===== config.mk =====
export PLATFORM = sky130hd
export DESIGN_NAME = usb_rx_ctrl
export DESIGN_NICKNAME = d
export VERILOG_FILES = /design/src/rtl/usb_rx_ctrl.sv
export SDC_FILE = /design/constraint.sdc
export NUM_CORES = 1
export LEC_CHECK = 0
export ABC_AREA = 1
export ABC_CLOCK_PERIOD_IN_PS = 2400
export BUFFER_PORTS_ARGS = -buffer_cell sky130_fd_sc_hd__buf_2
export CORE_MARGIN = 1.5
export CORE_UTILIZATION = 61
export DETAILED_ROUTE_END_ITERATION = 12
export HOLD_SLACK_MARGIN = 0.03
export PLACE_DENSITY = 0.88
export RECOVER_POWER = 100
export SLEW_MARGIN = 0
export SYNTH_ARGS = -nofsm -noshare
export SYNTH_HDL_FRONTEND = slang
export SYNTH_SLANG_ARGS = --single-unit

===== constraint.sdc =====
create_clock -name clk -period 2.4 [get_ports clk]
set_clock_uncertainty 0.15 [all_clocks]
set_input_delay 0.48 -clock clk [delete_from_list [all_inputs] [get_ports clk]]
set_output_delay 0.48 -clock clk [all_outputs]
set_load 0.02 [all_outputs]

===== src/rtl/usb_rx_ctrl.sv =====
// usb_rx_ctrl
// Receive-side packet controller for the USB bitstream path. Sequences the
// external 8-bit receive shift register through the SYNC, PID and payload
// phases, counts decoded bits into bytes, validates SYNC and PID, strobes
// payload bytes toward the RX FIFO and reports packet status.
//
// Ports:
//   clk        system clock
//   rst        synchronous active-high reset
//   d_edge     line-transition pulse; starts a packet from IDLE
//   bit_strobe one pulse per destuffed decoded bit
//   eop        end-of-packet level
//   rx_data    parallel value of the receive shift register
//   sr_enable  shift-enable qualifier to the shift register
//   rcving     packet reception in progress
//   w_enable   one-cycle strobe: rx_data is a payload byte for the FIFO
//   rx_packet  PID class (0 none, 1 OUT, 2 IN, 3 DATA0, 4 DATA1, 5 ACK,
//              6 NAK, 7 other valid PID)
//   r_error    packet error, sticky until the next packet start
module usb_rx_ctrl #(
  parameter logic [7:0] SYNC_BYTE = 8'h80,
  parameter int         MAX_BYTES = 64,
  parameter int         CNT_W     = 7
) (
  input  logic       clk,
  input  logic       rst,
  input  logic       d_edge,
  input  logic       bit_strobe,
  input  logic       eop,
  input  logic [7:0] rx_data,
  output logic       sr_enable,
  output logic       rcving,
  output logic       w_enable,
  output logic [2:0] rx_packet,
  output logic       r_error
);

  localparam logic [2:0] IDLE    = 3'd0;
  localparam logic [2:0] SYNC    = 3'd1;
  localparam logic [2:0] PID     = 3'd2;
  localparam logic [2:0] DATA    = 3'd3;
  localparam logic [2:0] EOPWAIT = 3'd4;
  localparam logic [2:0] DONE    = 3'd5;
  localparam logic [2:0] ERR     = 3'd6;

  localparam logic [CNT_W-1:0] MAX_CNT = CNT_W'(MAX_BYTES);

  logic [2:0]       state;
  logic [2:0]       bit_cnt;
  logic [CNT_W-1:0] byte_cnt;
  logic             byte_ready;
  logic             pid_valid;
  logic [2:0]       pid_class;

  // Map the low PID nibble onto the reported packet class.
  function automatic logic [2:0] decode_pid(input logic [3:0] pid);
    case (pid)
      4'b0001: decode_pid = 3'd1;
      4'b1001: decode_pid = 3'd2;
      4'b0011: decode_pid = 3'd3;
      4'b1011: decode_pid = 3'd4;
      4'b0010: decode_pid = 3'd5;
      4'b1010: decode_pid = 3'd6;
      default: decode_pid = 3'd7;
    endcase
  endfunction

  assign pid_valid = (rx_data[7:4] == ~rx_data[3:0]);
  assign pid_class = decode_pid(rx_data[3:0]);

  assign sr_enable = (state == SYNC) || (state == PID) || (state == DATA);
  assign rcving    = sr_enable || (state == EOPWAIT) || (state == ERR);

  // byte_ready is raised the cycle after the 8th shift so that rx_data has
  // already captured the last bit when the FSM looks at it.
  always_ff @(posedge clk) begin
    if (rst) begin
      state      <= IDLE;
      bit_cnt    <= 3'd0;
      byte_cnt   <= '0;
      byte_ready <= 1'b0;
      w_enable   <= 1'b0;
      rx_packet  <= 3'd0;
      r_error    <= 1'b0;
    end else begin
      w_enable   <= 1'b0;
      byte_ready <= 1'b0;
      if (sr_enable && bit_strobe) begin
        bit_cnt <= bit_cnt + 3'd1;
        if (bit_cnt == 3'd7) byte_ready <= 1'b1;
      end

      case (state)
        IDLE: begin
          if (d_edge) begin
            bit_cnt   <= 3'd0;
            byte_cnt  <= '0;
            r_error   <= 1'b0;
            rx_packet <= 3'd0;
            state     <= SYNC;
          end
        end
        SYNC: begin
          if (byte_ready) begin
            if (rx_data == SYNC_BYTE) begin
              state <= PID;
            end else begin
              state   <= ERR;
              r_error <= 1'b1;
            end
          end else if (eop) begin
            state   <= ERR;
            r_error <= 1'b1;
          end
        end
        PID: begin
          if (byte_ready) begin
            if (!pid_valid) begin
              state   <= ERR;
              r_error <= 1'b1;
            end else begin
              rx_packet <= pid_class;
              state     <= ((pid_class == 3'd3) || (pid_class == 3'd4)) ? DATA : EOPWAIT;
            end
          end else if (eop) begin
            state   <= ERR;
            r_error <= 1'b1;
          end
        end
        DATA: begin
          // A completed byte is handled before eop so a byte finishing on
          // the same cycle as eop is still written.
          if (byte_ready) begin
            if (byte_cnt >= MAX_CNT) begin
              state   <= ERR;
              r_error <= 1'b1;
            end else begin
              w_enable <= 1'b1;
              byte_cnt <= byte_cnt + 1'b1;
              if (eop) state <= DONE;
            end
          end else if (eop) begin
            if (bit_cnt == 3'd0) begin
              state <= DONE;
            end else begin
              state   <= ERR;
              r_error <= 1'b1;
            end
          end
        end
        EOPWAIT: begin
          if (eop) begin
            state <= DONE;
          end else if (bit_strobe) begin
            state   <= ERR;
            r_error <= 1'b1;
          end
        end
        DONE: begin
          state <= IDLE;
        end
        ERR: begin
          if (eop) state <= IDLE;
        end
        default: begin
          state <= IDLE;
        end
      endcase
    end
  end

endmodule


==> results of run 1 <==
## power breakdown
| group | leakage (nW) | internal (mW) | total [mW] | switching [mW] |
|---|---|---|---|---|
| Sequential | 0.155 | 0.386 | 0.459 | 0.0722 |
| Clock | 0.0177 | 0.0622 | 0.171 | 0.109 |
| Combinational | 0.592 | 0.254 | 0.777 | 0.523 |
## stage by stage
step                      util [%]  worst slack, ps
after floorplan                  -              842
after global placement        69.7              652
after detailed placement      69.7              614
after CTS                     70.9              348
after global routing          69.4              153
final                         69.4              307
## logic make-up after synthesis
| family | share of synthesized area [%] |
|---|---|
| DFF | 26.8 |
| adders and majority gates | 4.41 |
| xor gates and xnor gates | 0.617 |
| and+or+nand+nor | 43.3 |
| buffers and inverters | 10.3 |
| AOI/OAI and AO/OA | 14.6 |
## cells in the mapped netlist
| cell type | instances | area share (%) |
|---|---|---|
| o21bai_2 | 1 | 0.79 |
| nor2_2 | 1 | 0.44 |
| o21bai_1 | 1 | 0.53 |
| nand2_4 | 3 | 2.4 |
| nor2_1 | 34 | 9.0 |
| ha_1 | 5 | 4.4 |
| nand3_2 | 2 | 1.4 |
| clkbuf_1 | 2 | 0.53 |
| nand2_1 | 63 | 17 |
| nand3_1 | 20 | 7.1 |
| o21ai_2 | 1 | 0.62 |
| dfxtp_1 | 19 | 27 |
| nand4_1 | 3 | 1.3 |
| xor2_1 | 1 | 0.62 |
| inv_2 | 2 | 0.53 |
| nand2_2 | 1 | 0.44 |
| o31ai_1 | 1 | 0.53 |
| o21ai_1 | 1 | 0.35 |
| o21a_1 | 1 | 0.53 |
| inv_1 | 35 | 9.3 |
| a211oi_1 | 3 | 1.6 |
| nor3_1 | 2 | 0.71 |
| a21oi_1 | 10 | 3.5 |
| nor2_8 | 1 | 1.4 |
| o21ai_0 | 14 | 4.9 |
| a21oi_2 | 1 | 0.62 |
| nand3_4 | 1 | 1.2 |
| o211ai_1 | 1 | 0.53 |
| nor3_2 | 1 | 0.71 |
| nand3b_1 | 1 | 0.53 |
## state kept, by name, indices dropped and copies added (netlist names)
signal      count
r_error         1
byte_cnt        7
bit_cnt         3
state           3
rx_packet       3
w_enable        1
byte_ready      1
## final timing paths
check,cells past startpoint,startpoint,slack (ps),endpoint
min reg2reg,2,r_error$_SDFFE_PP0P_,340,r_error$_SDFFE_PP0P_
max reg2reg,10,state[1]$_SDFFE_PP0P_,340,byte_cnt[4]$_SDFFE_PP0P_
max,4,state[1]$_SDFFE_PP0P_,310,rcving
min,2,rst,310,state[2]$_SDFFE_PP0P_
## cell type report
class,instances,share of cell area [%]
multi-input combinational,174,56.4
inverter,37,9.05
sequential,19,24.8
tap,28,2.28
clock buffer,3,1.47
clock inverter,1,0.326
timing repair buffer,19,5.70
## metal layers
metal	routed length, um	share of wire (%)	vias to the layer above
met5	0	0	-
met4	17	0.56	0
met3	101	3.3	2
met2	1390	45	30
met1	1550	51	652
li1	-	-	779
==> flow_summary.ini, run 1 <==
[timing]
fin_crit_sh_pct = 87.2
tightest_slew_ps = 644
grt_setup_unrepaired = no
min_period_ps = 2090
setup_tns_ps = 0
slew_viol_final = 0
fmax_mhz = 478
slew_headroom_pct = 56.9
hold_viol_final = 0
setup-violations-final = 0
whs_ps = 307

[grt]
grt_use_met1_pct = 36.9
use_met2_pct = 44.8
grt_max_degree = 12
grtUsageMet3_pct = 2.63
grt.busiest_layer = met2
grt_pass1_wl_mm = 5.43
grt_pass1_vias = 1321
grt_overflow = 0
grt_antenna_before_repair = 0
grtUsageTotal_pct = 26.8

[yosys]
syn_inst = 232
synthesis.nets = 250
synth_seq_cells = 19
ys_warn_count = 0
seq_area_frac_synth_pct = 26.8
syn_area_per_cell_um2 = 6.12
netlist_area_um2 = 1420
ys_types = 30

[clock_tree]
cts_setup_buffers = 0
cts.sink_count = 19
cts_tree = done
clock_latency_ps = 310
cts.path.max_buffers = 2
clk_pin_slew_ps = 120
cts_made_buffers = 3
cts.htree.levels = 1
hold_buffers = 0
root_buffer = clkbuf_4
ctsResizeCount = 0

[routing]
drt_wl_total_mm = 3.06
drt_iter0_markers = 28
num_vias = 1463
drc = 0
wl_per_cell_um = 10.9
drtAntennaViolNets = 0
drt_first_pass_iters = 4
route.detailed.vias_per_inst = 5.21

[place]
io_buffers = 19
placed_area_um2 = 1540
dpl.hpwl_mm = 2.47
gp_congestion = 0.966
dp.cells = 277

[floorplan]
die_y_um = 51.2
core_area_um2 = 2210
die_area_um2 = 2620
rows = 17
io_pins = 20
start_util_pct = 64.1
fp.dieW_um = 51.2

[cells_and_area]
design_area_um2 = 1540
nNetsFinal = 272
multi_input_area_um2 = 866
fillCellCount = 241
diodes = 0
seq_area_um2 = 380
final_cell_mix = 63 x nand2_1, 37 x inv_1, 36 x nor2_1
drive_gt1_share_pct = 10.3
final_common_cell = nand2_1
syn2layout_area_growth_pct = 8.20
final_cells = 281

[critical_path]
critPathMaxFanout = 7
slowest_delay_ps = 410
cpMaxStageDelayCell = dfxtp_1
crit_type = reg -> out
cp_cell_sequence = nor2_1 -> nand2_1 -> nand3_1 -> buf_2
start_kind = register
cp-end-kind = primary output
arrival_ps = 1460
crit_buf_inv = 1
path_delay_family = simple AND/OR/NAND/NOR gates
cp.required_ps = 1770

[power_and_ir_drop]
power.total_mw = 1.41
total_leakage_power_nw = 0.765
power.density_nw_per_um2 = 917
ir_drop_mv = 0.648

[status]
status = finished clean

[worst_hold_path]
hold_path.class = in -> reg

[run]
maxCapViolCount = 0
(Power assumes the default switching activity.)
==> run 2: changes to the inputs <==
--- a/config.mk
+++ b/config.mk
@@ -8,12 +8,16 @@
 export ABC_AREA = 1
 export ABC_CLOCK_PERIOD_IN_PS = 2400
 export BUFFER_PORTS_ARGS = -buffer_cell sky130_fd_sc_hd__buf_2
+export CELL_PAD_IN_SITES_DETAIL_PLACEMENT = 0
+export CELL_PAD_IN_SITES_GLOBAL_PLACEMENT = 1
+export CORE_ASPECT_RATIO = 2
 export CORE_MARGIN = 1.5
-export CORE_UTILIZATION = 61
+export CORE_UTILIZATION = 42
 export DETAILED_ROUTE_END_ITERATION = 12
 export HOLD_SLACK_MARGIN = 0.03
 export PLACE_DENSITY = 0.88
-export RECOVER_POWER = 100
+export RECOVER_POWER = 50
+export SKIP_LAST_GASP = 1
 export SLEW_MARGIN = 0
 export SYNTH_ARGS = -nofsm -noshare
 export SYNTH_HDL_FRONTEND = slang
==> run 2 against run 1 <==
Effect of this change: design area rose by 1.6%; utilization fell by 21 points; routed wire length rose by 11%; global-route usage fell by 7.1 points; clock power rose by 33%; worst setup slack improved by 2.4 ps; cell count rose by 1.1%; critical path depth rose by 6; largest cell class unchanged.
==> flow_summary.ini, run 2 (synthesis gave the netlist of run 1 again) <==
[grt]
grt_pass1_vias = 1414
grt_overflow = 0
grt_antenna_before_repair = 0
grtUsageTotal_pct = 19.8
grt_max_degree = 12
grt_pass1_wl_mm = 5.76

[critical_path]
cp-end-kind = register
cp_cell_sequence = nand2_4 -> nor2_1 -> nand2_1 -> nand3_4 -> inv_2 -> nand3_1 -> nor2_1 -> nand2_1 -> nand2_1 -> nor2_1
rr_startpoint = state[1]$_SDFFE_PP0P_
crit_type = reg -> reg
path_delay_family = simple AND/OR/NAND/NOR gates
critPathMaxFanout = 9
r2r_slack_ps = 310
cp.required_ps = 2450
reg2reg_to = byte_cnt[4]$_SDFFE_PP0P_
r2r_cells = 10
crit_buf_inv = 1
start_kind = register
arrival_ps = 2150
setup.worst_path.end = byte_cnt[4]$_SDFFE_PP0P_
critical_path_depth = 10
slowest_delay_ps = 520
cpMaxStageDelayCell = nor2_1
setup.worst_path.start = state[1]$_SDFFE_PP0P_

[cells_and_area]
final_common_cell = nand2_1
syn2layout_area_growth_pct = 9.96
drive_gt1_share_pct = 11.9
seq_area_um2 = 380
design_area_um2 = 1560
regMostFlops = byte_cnt
diodes = 0
fillCellCount = 382
nNetsFinal = 272
multi_input_area_um2 = 867
largest_reg_flops = 7
final_cell_mix = 63 x nand2_1, 35 x inv_1, 35 x nor2_1

[clock_tree]
cts.htree.levels = 1
cts_made_buffers = 3
hold_buffers = 0
cts.path.max_buffers = 2
clock_latency_ps = 260
root_buffer = clkbuf_8
ctsResizeCount = 0
cts.sink_count = 19
cts_tree = done
cts_setup_buffers = 0
clk_pin_slew_ps = 70

[floorplan]
io_pins = 20
die_y_um = 85.2
fp.dieW_um = 44.1
core_area_um2 = 3190
rows = 29
die_area_um2 = 3760
start_util_pct = 44.4

[timing]
fin_crit_sh_pct = 87.1
tightest_slew_ps = 694
slew_viol_final = 0
min_period_ps = 2090
setup_tns_ps = 0
setup-violations-final = 0
grt_setup_unrepaired = no
fmax_mhz = 478
hold_viol_final = 0
slew_headroom_pct = 53.2

[routing]
maxUsedRoutingLayer = met4
m1WireLength_mm = 1.31
dr_wl_met2_mm = 1.94
drc = 0
drt_wl_total_mm = 3.40
route.detailed.vias_per_inst = 5.11
drt_first_pass_iters = 4
dr_wl_met3_um = 74
drt_iter0_markers = 20
wl_per_cell_um = 12.0
drtAntennaViolNets = 0
num_vias = 1451

[place]
io_buffers = 19
placed_area_um2 = 1550
gp_congestion = 0.877
dpl.hpwl_mm = 2.77

[power_and_ir_drop]
total_leakage_power_nw = 0.776
power.density_nw_per_um2 = 955
ir_drop_mv = 0.494

[status]
status = finished clean

[run]
maxCapViolCount = 0

[worst_hold_path]
min-delay-start = bit_cnt[1]$_SDFF_PP0_
hold_path.class = reg -> reg
-- run 2: where the power goes --
group          switching [mW]  leakage (nW)  total [mW]  internal, mW
combinational           0.538         0.595       0.802         0.264
clock                   0.112        0.0255       0.227         0.116
sequential             0.0729         0.155       0.460         0.387
-- run 2: how the worst min path moves through the flow --
stage	depth (start not counted)	slack (ps)	to
6_report	2	330	bit_cnt[1]$_SDFF_PP0_
5_1_grt	2	380	bit_cnt[1]$_SDFF_PP0_
4_1_cts	2	330	bit_cnt[1]$_SDFF_PP0_
3_5_place_dp	2	320	bit_cnt[1]$_SDFF_PP0_
3_3_place_gp	2	320	bit_cnt[1]$_SDFF_PP0_
2_1_floorplan	2	300	bit_cnt[1]$_SDFF_PP0_
-- run 2: metal layers --
layer,track usage (%),up-vias
met5,0,-
met4,7.71,0
met3,1.91,8
met2,38.4,23
met1,19.9,640
li1,-,780
-- run 2: layout make-up --
cell class                      instances  share of cell area [%]
Clock buffer                            3                    2.65
Inverter                               37                    8.90
Timing Repair Buffer                   19                    5.69
Multi-Input combinational cell        174                    55.6
Clock inverter                          1                   0.321
Sequential cell                        19                    24.4
Tap cell                               31                    2.49
-- run 2: worst reg2reg max path, delay by kind of cell (launching register included) --
kind / cells / cell delay (ps)
simple gates: 9 / 1320
buf+inv: 1 / 50
flops: 1 / 510
-- run 2: through the flow --
step	power (mW)	worst slack [ps]	hold slack (ps)	util, %	instances
after detailed placement	1.30	539	320	48.4	280
after floorplan	1.09	842	301	-	232
after global routing	1.65	160	376	48.9	284
final	1.49	309	327	48.9	284
after global placement	1.30	569	315	48.4	280
after CTS	1.54	375	332	49.8	284
==> run 3: changes to the inputs <==
--- a/config.mk
+++ b/config.mk
@@ -7,7 +7,8 @@
 export LEC_CHECK = 0
 export ABC_AREA = 1
 export ABC_CLOCK_PERIOD_IN_PS = 2400
-export BUFFER_PORTS_ARGS = -buffer_cell sky130_fd_sc_hd__buf_2
+export BUFFER_PORTS_ARGS = -buffer_cell sky130_fd_sc_hd__clkbuf_2
+export CAP_MARGIN = 20
 export CELL_PAD_IN_SITES_DETAIL_PLACEMENT = 0
 export CELL_PAD_IN_SITES_GLOBAL_PLACEMENT = 1
 export CORE_ASPECT_RATIO = 2
@@ -17,6 +18,7 @@
 export HOLD_SLACK_MARGIN = 0.03
 export PLACE_DENSITY = 0.88
 export RECOVER_POWER = 50
+export REMOVE_ABC_BUFFERS = 1
 export SKIP_LAST_GASP = 1
 export SLEW_MARGIN = 0
 export SYNTH_ARGS = -nofsm -noshare
==> run 3 against run 2 <==
Effect of this change: sequential share of layout area down 0.078 points; cell count did not move; design area increased by 0.32%; largest power group unchanged; sequential cell count did not move; fmax rose by 2.1%; sequential power about the same; die area unchanged.
==> flow_summary.ini, run 3 (synthesis gave the netlist of run 1 again) <==
[routing]
drt_first_pass_iters = 4
drtAntennaViolNets = 0
drt_iter0_markers = 10
num_vias = 1471
drc = 0
drt_wl_total_mm = 3.48
wl_per_cell_um = 12.3
route.detailed.vias_per_inst = 5.18

[clock_tree]
ctsResizeCount = 0
cts_made_buffers = 3
clock_latency_ps = 270
cts.htree.levels = 1
hold_buffers = 0
cts_tree = done
cts.path.max_buffers = 2
cts_setup_buffers = 0
clk_pin_slew_ps = 70
cts.sink_count = 19
root_buffer = clkbuf_8

[critical_path]
arrival_ps = 2110
cp.required_ps = 2460
cp-end-kind = register
start_kind = register
critPathMaxFanout = 9
crit_type = reg -> reg
r2r_cells = 10

[grt]
grt_pass1_wl_mm = 5.83
grt_antenna_before_repair = 0
grt_overflow = 0
grtUsageTotal_pct = 20.7
grt_max_degree = 12
grt_pass1_vias = 1449

[cells_and_area]
fin_util_pct = 49.0
final_cell_mix = 63 x nand2_1, 36 x inv_1, 35 x nor2_1
final_common_cell = nand2_1
diodes = 0
drive_gt1_share_pct = 11.9
syn2layout_area_growth_pct = 10.3
regMostFlops = byte_cnt
multi_input_area_um2 = 872
fillCellCount = 395
seq_area_um2 = 380
nNetsFinal = 272
largest_reg_flops = 7

[floorplan]
rows = 29
io_pins = 20
die_y_um = 85.2
die_area_um2 = 3760
core_area_um2 = 3190
fp.dieW_um = 44.1
start_util_pct = 44.4

[timing]
setup_tns_ps = 0
slew_headroom_pct = 57.1
fmax_mhz = 488
fin_crit_sh_pct = 85.3
setup-violations-final = 0
tightest_slew_ps = 636
min_period_ps = 2050
grt_setup_unrepaired = no
slew_viol_final = 0
hold_viol_final = 0

[worst_hold_path]
whs_path_depth = 2
hold_path.class = reg -> reg

[power_and_ir_drop]
power.total_mw = 1.51
power.density_nw_per_um2 = 963
total_leakage_power_nw = 0.779
ir_drop_mv = 0.476

[place]
io_buffers = 19
gp_congestion = 0.797
dpl.hpwl_mm = 2.82

[status]
status = finished clean

[run]
maxCapViolCount = 0
-- run 3: cell types whose count changed in the layout (fill, tap and decap cells not counted), sizes merged --
cell    previous run  this run
clkbuf             8        22
buf               14         0
-- run 3: path summary, 6_finish.rpt --
check,from,end,slack (ps)
max,state[1]$_SDFFE_PP0P_,byte_cnt[4]$_SDFFE_PP0P_,350
min reg2reg,bit_cnt[1]$_SDFF_PP0_,bit_cnt[1]$_SDFF_PP0_,330
max reg2reg,state[1]$_SDFFE_PP0P_,byte_cnt[4]$_SDFFE_PP0P_,350
min,bit_cnt[1]$_SDFF_PP0_,bit_cnt[1]$_SDFF_PP0_,330
-- run 3: cell type report --
class,instances,share of cell area [%]
clock buffer,3,2.64
clock inverter,1,0.320
inverter,37,8.87
multi-input combinational,174,55.7
sequential,19,24.3
tap,31,2.48
timing repair buffer,19,5.68
-- run 3: power by group --
part	switching [mW]	internal [mW]
clock	0.121	0.116
combinational	0.550	0.263
sequential	0.0703	0.387
total	0.741	0.766
-- run 3: through the flow --
stage / instance area (um^2) / worst slack [ps] / hold WS (ps) / std cells
finish: 1570 / 352 / 329 / 284
global route: 1570 / 187 / 357 / 284
CTS: 1590 / 401 / 330 / 284
detailed placement: 1550 / 567 / 319 / 280
global placement: 1550 / 584 / 315 / 280
floorplan: 1410 / 842 / 301 / 230
-- run 3: per-layer routing --
layer	up-vias	track usage [%]	share of wire [%]
li1	778	-	-
met1	657	19.2	38
met2	27	38.6	56
met3	9	3.40	2.3
met4	0	12.9	3.3
met5	-	0	0
-- run 3: critical path, cell delays in order, from the launching register on --
cell and delay, ps:
dfxtp_1 500, nand2_4 60, nor2_1 480, nand2_1 210
nand3_4 190, inv_1 90, nand3_2 90, nor2_1 40
nand2_1 60, nand2_1 50, nor2_1 80
